<file path="config.mk">
export PLATFORM = sky130hd
export DESIGN_NAME = chunked_one_counter_flat
export DESIGN_NICKNAME = d
export VERILOG_FILES = /design/src/rtl/chunked_one_counter_pkg.sv /design/src/rtl/chunked_one_counter_if.sv /design/src/rtl/chunked_one_counter_chunk_popcount.sv /design/src/rtl/chunked_one_counter.sv /design/src/flat_wrapper.sv
export SDC_FILE = /design/constraint.sdc
export NUM_CORES = 1
export LEC_CHECK = 0
export ABC_CLOCK_PERIOD_IN_PS = 12200
export BUFFER_PORTS_ARGS = -buffer_cell sky130_fd_sc_hd__buf_2
export CELL_PAD_IN_SITES_DETAIL_PLACEMENT = 1
export CELL_PAD_IN_SITES_GLOBAL_PLACEMENT = 1
export CORE_UTILIZATION = 46
export CTS_BUF_LIST = sky130_fd_sc_hd__clkbuf_4 sky130_fd_sc_hd__clkbuf_8
export CTS_CLUSTER_SIZE = 25
export DETAILED_ROUTE_END_ITERATION = 8
export PLACE_DENSITY_LB_ADDON = 0.1
export SLEW_MARGIN = 20
export SYNTH_ARGS = -nofsm -noshare
export SYNTH_HDL_FRONTEND = slang
export SYNTH_SLANG_ARGS = --single-unit
</file>
<file path="constraint.sdc">
create_clock -name clock -period 12.2 [get_ports clock]
set_clock_uncertainty 0.2 [all_clocks]
set_input_delay 0.61 -clock clock [delete_from_list [all_inputs] [get_ports clock]]
set_output_delay 0.61 -clock clock [all_outputs]
set_load 0.05 [all_outputs]
</file>
<file path="src/rtl/chunked_one_counter_pkg.sv">
// rtl/chunked_one_counter_pkg.sv - shared types, mode constants and width helpers
package chunked_one_counter_pkg;

    typedef enum logic [1:0] {
        IDLE = 2'd0,
        BUSY = 2'd1,
        DONE = 2'd2
    } state_t;

    localparam logic MODE_ONES  = 1'b0;
    localparam logic MODE_ZEROS = 1'b1;

    function automatic int clog2(input int n);
        int r;
        r = 0;
        while ((1 << r) < n) r++;
        return r;
    endfunction

    function automatic int count_w(input int width);
        return clog2(width + 1);
    endfunction

    function automatic int nbeats(input int width, input int chunk);
        return width / chunk;
    endfunction

endpackage

</file>
<file path="src/rtl/chunked_one_counter_if.sv">
// rtl/chunked_one_counter_if.sv - word-in / count-out handshake bundle
interface chunked_one_counter_if #(
    parameter int WIDTH = 32
);
    import chunked_one_counter_pkg::*;

    localparam int COUNT_W = count_w(WIDTH);

    logic               in_valid;
    logic               in_ready;
    logic [WIDTH-1:0]   in_data;
    logic               in_zeros;
    logic [COUNT_W-1:0] in_threshold;
    logic               out_valid;
    logic               out_ready;
    logic [COUNT_W-1:0] out_count;
    logic               out_ge;

    modport master (
        output in_valid, in_data, in_zeros, in_threshold, out_ready,
        input  in_ready, out_valid, out_count, out_ge
    );

    modport slave (
        input  in_valid, in_data, in_zeros, in_threshold, out_ready,
        output in_ready, out_valid, out_count, out_ge
    );

endinterface

</file>
<file path="src/rtl/chunked_one_counter_chunk_popcount.sv">
// rtl/chunked_one_counter_chunk_popcount.sv - combinational popcount of one CHUNK-bit slice
module chunk_popcount
    import chunked_one_counter_pkg::*;
#(
    parameter  int CHUNK = 8,
    localparam int PC_W  = clog2(CHUNK + 1)
) (
    input  logic [CHUNK-1:0] data,
    output logic [PC_W-1:0]  count
);

    always_comb begin
        count = '0;
        for (int i = 0; i < CHUNK; i++) begin
            count = count + PC_W'(data[i]);
        end
    end

endmodule

</file>
<file path="src/rtl/chunked_one_counter.sv">
// rtl/chunked_one_counter.sv - counts set (or clear) bits of a word CHUNK bits per clock
module chunked_one_counter
    import chunked_one_counter_pkg::*;
#(
    parameter int WIDTH = 32,
    parameter int CHUNK = 8
) (
    input  logic clock,
    input  logic reset,
    chunked_one_counter_if.slave bus
);

    localparam int COUNT_W = count_w(WIDTH);
    localparam int NBEATS  = nbeats(WIDTH, CHUNK);
    localparam int PC_W    = clog2(CHUNK + 1);
    localparam int BEAT_W  = (NBEATS > 1) ? clog2(NBEATS) : 1;
    localparam logic [BEAT_W-1:0] LAST_BEAT = BEAT_W'(NBEATS - 1);

    if (WIDTH < 1 || CHUNK < 1 || (WIDTH % CHUNK) != 0) begin : g_bad_chunk
        $error("chunked_one_counter: WIDTH must be a positive multiple of CHUNK");
    end
    if ($bits(bus.in_data) != WIDTH) begin : g_bad_if
        $error("chunked_one_counter: interface WIDTH does not match WIDTH");
    end

    state_t             state_q, state_d;
    logic [WIDTH-1:0]   shift_q, shift_d;
    logic [COUNT_W-1:0] acc_q, acc_d;
    logic [BEAT_W-1:0]  beat_q, beat_d;
    logic [COUNT_W-1:0] count_q, count_d;
    logic               ge_q, ge_d;
    logic [COUNT_W-1:0] thr_q, thr_d;

    logic [PC_W-1:0]    chunk_cnt;
    logic [COUNT_W-1:0] sum;
    logic               in_ready;
    logic               accept;

    chunk_popcount #(.CHUNK(CHUNK)) u_chunk_popcount (
        .data  (shift_q[CHUNK-1:0]),
        .count (chunk_cnt)
    );

    assign sum      = acc_q + COUNT_W'(chunk_cnt);
    assign in_ready = !reset && (state_q == IDLE || (state_q == DONE && bus.out_ready));
    assign accept   = bus.in_valid && in_ready;

    // Mode is folded into the shift register at accept, so counting is always of ones.
    always_comb begin
        state_d = state_q;
        shift_d = shift_q;
        acc_d   = acc_q;
        beat_d  = beat_q;
        count_d = count_q;
        ge_d    = ge_q;
        thr_d   = thr_q;
        case (state_q)
            IDLE: ;
            BUSY: begin
                acc_d   = sum;
                shift_d = shift_q >> CHUNK;
                beat_d  = beat_q + BEAT_W'(1);
                if (beat_q == LAST_BEAT) begin
                    beat_d  = '0;
                    count_d = sum;
                    ge_d    = (sum >= thr_q);
                    state_d = DONE;
                end
            end
            DONE: begin
                if (bus.out_ready) state_d = IDLE;
            end
            default: state_d = IDLE;
        endcase
        if (accept) begin
            shift_d = (bus.in_zeros == MODE_ZEROS) ? ~bus.in_data : bus.in_data;
            thr_d   = bus.in_threshold;
            acc_d   = '0;
            beat_d  = '0;
            state_d = BUSY;
        end
    end

    always_ff @(posedge clock) begin
        if (reset) begin
            state_q <= IDLE;
            shift_q <= '0;
            acc_q   <= '0;
            beat_q  <= '0;
            count_q <= '0;
            ge_q    <= 1'b0;
            thr_q   <= '0;
        end else begin
            state_q <= state_d;
            shift_q <= shift_d;
            acc_q   <= acc_d;
            beat_q  <= beat_d;
            count_q <= count_d;
            ge_q    <= ge_d;
            thr_q   <= thr_d;
        end
    end

    assign bus.in_ready  = in_ready;
    assign bus.out_valid = (state_q == DONE);
    assign bus.out_count = count_q;
    assign bus.out_ge    = ge_q;

endmodule

</file>
<file path="src/flat_wrapper.sv">
// flat-port wrapper written by rule: the top's interface ports become plain ports
module chunked_one_counter_flat import chunked_one_counter_pkg::*;
#(
    parameter int WIDTH = 32,
    parameter int CHUNK = 8
)
  (clock, reset, bus_in_valid, bus_in_data, bus_in_zeros, bus_in_threshold, bus_out_ready, bus_in_ready, bus_out_valid, bus_out_count, bus_out_ge);
  chunked_one_counter_if #(.WIDTH(WIDTH)) bus_i ();
  input  logic clock;
  input  logic reset;
  input wire logic [$bits(bus_i.in_valid)-1:0] bus_in_valid;
  input wire logic [$bits(bus_i.in_data)-1:0] bus_in_data;
  input wire logic [$bits(bus_i.in_zeros)-1:0] bus_in_zeros;
  input wire logic [$bits(bus_i.in_threshold)-1:0] bus_in_threshold;
  input wire logic [$bits(bus_i.out_ready)-1:0] bus_out_ready;
  output wire logic [$bits(bus_i.in_ready)-1:0] bus_in_ready;
  output wire logic [$bits(bus_i.out_valid)-1:0] bus_out_valid;
  output wire logic [$bits(bus_i.out_count)-1:0] bus_out_count;
  output wire logic [$bits(bus_i.out_ge)-1:0] bus_out_ge;
  assign bus_i.in_valid = bus_in_valid;
  assign bus_i.in_data = bus_in_data;
  assign bus_i.in_zeros = bus_in_zeros;
  assign bus_i.in_threshold = bus_in_threshold;
  assign bus_i.out_ready = bus_out_ready;
  assign bus_in_ready = bus_i.in_ready;
  assign bus_out_valid = bus_i.out_valid;
  assign bus_out_count = bus_i.out_count;
  assign bus_out_ge = bus_i.out_ge;
  chunked_one_counter #(.WIDTH(WIDTH), .CHUNK(CHUNK)) u_core (.clock(clock), .reset(reset), .bus(bus_i));
endmodule
</file>
== Yosys cells after proc, flatten, opt, wreduce, memory -nomap -nowiden ==
Cells that the tools add are included.

* Flip-flop bits (word level): 55
* Latch bits: 0
* Memory bits (writable): 0
* Memory bits (read-only): 0
* Bits of input ports: 43
* Logic and storage cells: 47
* Memories: 0

* Add/subtract/negate cells: 9
* $mul: 0
* Divide/modulo/power cells: 0
* $lt $le $gt $ge: 1
* Equal/unequal tests: 8
* Shift operators: 0
* Mux-type cells: 8
* Bitwise logic cells: 2
* Reduce and logical (&&, ||, !) cells: 11

{| class="wikitable"
|+ Operators with widths
! operator !! count
|-
| 32-bit two-way mux || 3
|-
| 32-bit NOT || 1
|-
| 4-bit by 1-bit adder with 4-bit output || 4
|-
| 6-bit by 4-bit adder with 6-bit output || 1
|-
| 6-bit greater-or-equal comparator || 1
|-
| 2-bit two-way mux || 3
|-
| 2-bit one-hot mux with 3 select lines || 1
|-
| 3-bit AND reduction || 2
|-
| 3-bit by 1-bit adder with 4-bit output || 1
|-
| 2-bit == test (second input constant) || 2
|-
| 2-bit by 1-bit != test with 1-bit output (second input constant) || 2
|-
| 2-bit by 1-bit adder with 3-bit output || 1
|-
| 1-bit logical AND || 3
|-
| 3-bit by 1-bit != test with 1-bit output (second input constant) || 1
|-
| 3-bit by 2-bit != test with 1-bit output (second input constant) || 1
|-
| 1-bit by 1-bit adder with 2-bit output || 1
|-
| 2-bit by 1-bit adder with 2-bit output (second input constant) || 1
|-
| 2-bit by 1-bit == test with 1-bit output (second input constant) || 1
|-
| 2-bit logical NOT || 1
|-
| 2-bit != test (second input constant) || 1
|-
| 2-bit AND reduction || 1
|-
| 2-bit nonzero test || 1
|-
| 2-bit OR reduction || 1
|-
| 1-bit logical NOT || 1
|-
| 3 further kinds || 3
|}

== Longest topological paths before layout ==
* Depth after elaboration: 9
* Depth in mapped cells: 15
* Depth with buffers taken out: 15

== By module ==
From an unflattened synthesis, not the netlist that was laid out.

* Cell total of the unflattened synthesis: 385
* Area, all modules: 3259.4 sq um

{| class="wikitable"
|+ By module, submodules not included
! module !! times used !! cells an instance !! area an instance (sq um) !! seq. area each (sq um)
|-
| chunked_one_counter || 1 || 361 || 3069.2 || 1101.1
|-
| chunk_popcount || 1 || 24 || 190.2 || 0.0
|}

== Worst setup path after synthesis ==
No wires, ideal clock.

* Path type: register -> register
* Start: register u_core.acc_q[0]
* End: register u_core.ge_q, in the netlist u_core.bus.out_ge
* Arrival time: 3.882 ns
* Slack: 7.984 ns
* Stages on the path, launching flop included: 15
* Path buffers: 0
* Clock period less this slack: 4.216 ns
* Path through: dfxtp_1 -> fa_1 -> inv_1 -> fa_1 -> fa_1 -> fa_1 -> fa_1 -> nor2b_1 -> o21ai_0 -> and2_1 -> xnor2_1 -> ha_1 -> a21o_1 -> a211oi_1 -> a211oi_1

* Longest elaborated chain between the ends: 2

{| class="wikitable"
|+ Ends and longest elaborated chain
! element !! line !! text
|-
| start, declared || chunked_one_counter.sv:28 || <nowiki>logic [COUNT_W-1:0] acc_q, acc_d;</nowiki>
|-
| start signal, assigned || chunked_one_counter.sv:88 || <nowiki>acc_q <= '0;</nowiki>
|-
| start signal, assigned || chunked_one_counter.sv:96 || <nowiki>acc_q <= acc_d;</nowiki>
|-
| 6-bit by 4-bit adder with 6-bit output || chunked_one_counter.sv:44 || <nowiki>assign sum = acc_q + COUNT_W'(chunk_cnt);</nowiki>
|-
| named net u_core.sum[4] || chunked_one_counter.sv:35 || <nowiki>logic [COUNT_W-1:0] sum;</nowiki>
|-
| 6-bit greater-or-equal comparator || chunked_one_counter.sv:66 || <nowiki>ge_d = (sum >= thr_q);</nowiki>
|-
| end signal, assigned || chunked_one_counter.sv:99 || <nowiki>ge_q <= ge_d;</nowiki>
|-
| end, declared || chunked_one_counter.sv:31 || <nowiki>logic ge_q, ge_d;</nowiki>
|}

The timed path passes the listed nets, and every way through them passes these cells.
A chain may end at the register's enable or synchronous reset.

== Worst setup path in the final report ==
Ends and elaborated chain as after synthesis.

==> out/metrics.cfg <==
[clock_tree]
cts_tree=yes
clock_latency_ps=310
cts_num_sinks=55
clock-root-buffer=clkbuf_8
ctsResizeCount=0
cts_hold_buf=0
post_cts_buffers=0
clk_pin_slew_ps=90
cts_buffer_depth=2
htreeDepth=2
cts_buffers=5

[hold_path]
hold_class=flop to flop

[power_and_ir_drop]
power.total_uw=425
p_int_uw=297
switchingPower_uw=128
p_sw_share_pct=30.2
peakVddDrop_mv=0.0635
p_leak_nw=1.42
seqPwrFrac_pct=46.6
power.density_nw_per_um2=125
clockPowerShare_pct=28.5
combPwrFrac_pct=24.8

[synth]
synth_ff_type=dfxtp_1
async_flop_share_pct=0
syn_area_per_cell_um2=8.29
synth_cells=366
synth.ff_latch_count=55
yosysSeqAreaShare_pct=36.3
yosys.cell_types.count=38
synth_edf_count=0
syn_area_um2=3030
synth_fp_nets=427
yosys_warnings=0

[placed_design]
dp_cells=471
portBuffers=51
hpwl_um=4840
dp_worst_setup_slack_ps=7760
place.gp.congestion=0.757

[floorplanning]
fp.dieW_um=83.2
num_io_pins=52
core_um2=6350
dieArea_um2=6920
std_cell_rows=29
start_util_pct=47.8
die_h_um=83.2

[route]
drt_wl_total_um=7130
drc_errors=0
post_drt_wl_per_cell_um=14.9
via_per_inst=5.31
drt-pass1-iter-count=4
drt_iter0_drc=131
vias=2539
ant_nets=0

[sta]
postLayoutSetupSlackWorst_ps=7760
timing.hold.ws_ps=259
finalCritPeriodShare_pct=36.4
setup_viol=0
max_slew_margin_pct=43.0
finalMaxSlewViolations=0
worst_pin_slew_ps=855
rsz0062_at_grt=no
final_hold_viol_count=0
period_needed_ps=4440
finalSetupTns_ps=0
timing.fmax_mhz=225

[final_layout]
fillers=795
layout.nets=462
antenna_cells=0
drive_above_1_share_pct=16.5
syn_to_final_growth_pct=12.0
fin_cells=478

[setup_path]
r2r_setup_slack_ps=7760
path_max_fanout=3
max_stage_delay_ps=530
critPathKind=flop to flop
crit_chain=fa_1 > inv_1 > fa_1 > fa_1 > fa_1 > fa_1 > nor2b_1 > o21ai_0 > and2_1 > xnor2_1 > ha_1 > a21o_1 > a211oi_1 > a211oi_1
crit_slowest_cell=fa_1
end_kind=flop
critical-path-top-cell-by-count=fa_1
cp_data_required_time_ps=12170
start_kind=flop
arrival_ps=4410

[flow_run]
max_cap_viol_count=0

[run_status]
status=finished, final reports clean

[global_route]
grt_pass1_wl_um=12100
grt_pass1_vias=2562
antenna_found_initial=0
gr-usage-all-layers_pct=21.4
grt_remaining_overflow=0
grt_max_degree=62

==> power by group through the flow <==
stage,clock [mW],sequential (mW),combinational [mW]
4_1_cts,0.125,0.198,0.107
3_3_place_gp,0,0.202,0.102
3_5_place_dp,0,0.202,0.106
5_1_grt,0.131,0.200,0.119
6_report,0.121,0.198,0.106
2_1_floorplan,0,0.200,0.0772
==> sequential cells by signal, summed over array words and instances (netlist names) <==
signal / flops
u_core.shift_q: 32
u_core.acc_q: 6
u_core.thr_q: 6
u_core.state_q: 2
u_core.bus.out_count: 6
u_core.beat_q: 2
u_core.bus.out_ge: 1
==> per-stage QoR <==
| stage | util, % | cell area, um^2 |
|---|---|---|
| after CTS | 53.5 | 3400 |
| after global placement | 51.8 | 3290 |
| after global routing | 53.5 | 3400 |
| after detailed placement | 51.8 | 3290 |
| final | 53.5 | 3400 |
| after floorplan | - | 3030 |
==> layer usage <==
layer | GRT usage (%) | part of all wire (%) | vias to the layer above
met5 | 0 | 0 | -
met4 | 5.17 | 1.0 | 0
met3 | 2.98 | 2.1 | 6
met2 | 35.5 | 47 | 36
met1 | 29.3 | 50 | 1189
li1 | - | - | 1308
==> cell families after synthesis <==
logic type,synth area share [%]
and+or+nand+nor,20.4
AOI/OAI and AO/OA,16.9
DFF,36.3
buffers and inverters,6.68
xor gates and xnor gates,10.4
adders and majority gates,8.66
muxes,0.660
==> critical path: cells and delay by family, from the launching register on <==
family	cells	cell delay [ps]
fa+ha+maj	6	2590
compound gates	4	650
simple gates	2	370
flops	1	340
xor+xnor	1	130
buf+inv	1	50
==> layout by cell type, fill, tap and decap left out, types with 2 or more instances in the layout <==
cell / instances
a211oi_1: 18
a21o_1: 3
a21oi_1: 21
a311oi_1: 18
and2_1: 2
buf_2: 51
buf_4: 4
clkbuf_8: 5
dfxtp_1: 55
fa_1: 5
ha_1: 13
inv_1: 19
mux2i_1: 2
nand2_1: 65
nand2b_1: 4
nand3_1: 8
nand3b_1: 5
nor2_1: 35
nor2b_1: 4
nor3_1: 2
nor3b_1: 2
o2111ai_1: 2
o211ai_1: 3
o21ai_0: 2
or3_1: 4
or4_1: 2
xnor2_1: 9
xor2_1: 27
==> final timing paths <==
kind                                start                 endpoint  cells after the start
hold reg to reg   u_core.bus.out_count[2]  u_core.bus.out_count[2]                      2
setup reg to reg          u_core.acc_q[0]        u_core.bus.out_ge                     14
hold / removal    u_core.bus.out_count[2]  u_core.bus.out_count[2]                      2
setup / recovery          u_core.acc_q[0]        u_core.bus.out_ge                     14
==> area by class of cell <==
type / instances / area, um^2 / share of cell area (%)
flip-flops and latches: 55 / 1100 / 32.4
clock inverters: 1 / 30.0 / 0.884
well taps: 77 / 96.3 / 2.84
inverters: 19 / 71.3 / 2.10
repair buffers: 55 / 285 / 8.40
multi-input cells: 265 / 1740 / 51.1
clock buffers: 6 / 76.3 / 2.25
==> synth_stat cells, drive strengths merged, types with 4 or more instances <==
cell type	count	area [um^2]
nand3b	5	37.5
dfxtp	55	1100
clkbuf	9	33.8
nand3	9	45.0
fa	5	100
a211oi	18	135
nand2b	4	25.0
buf	18	97.6
nor2	35	131
nor2b	4	25.0
a21oi	21	105
inv	19	71.3
nand2	66	255
or3	4	25.0
xor2	27	236
xnor2	9	78.8
a311oi	18	158
ha	13	163
No activity file was read; power rests on OpenSTA's default activity.
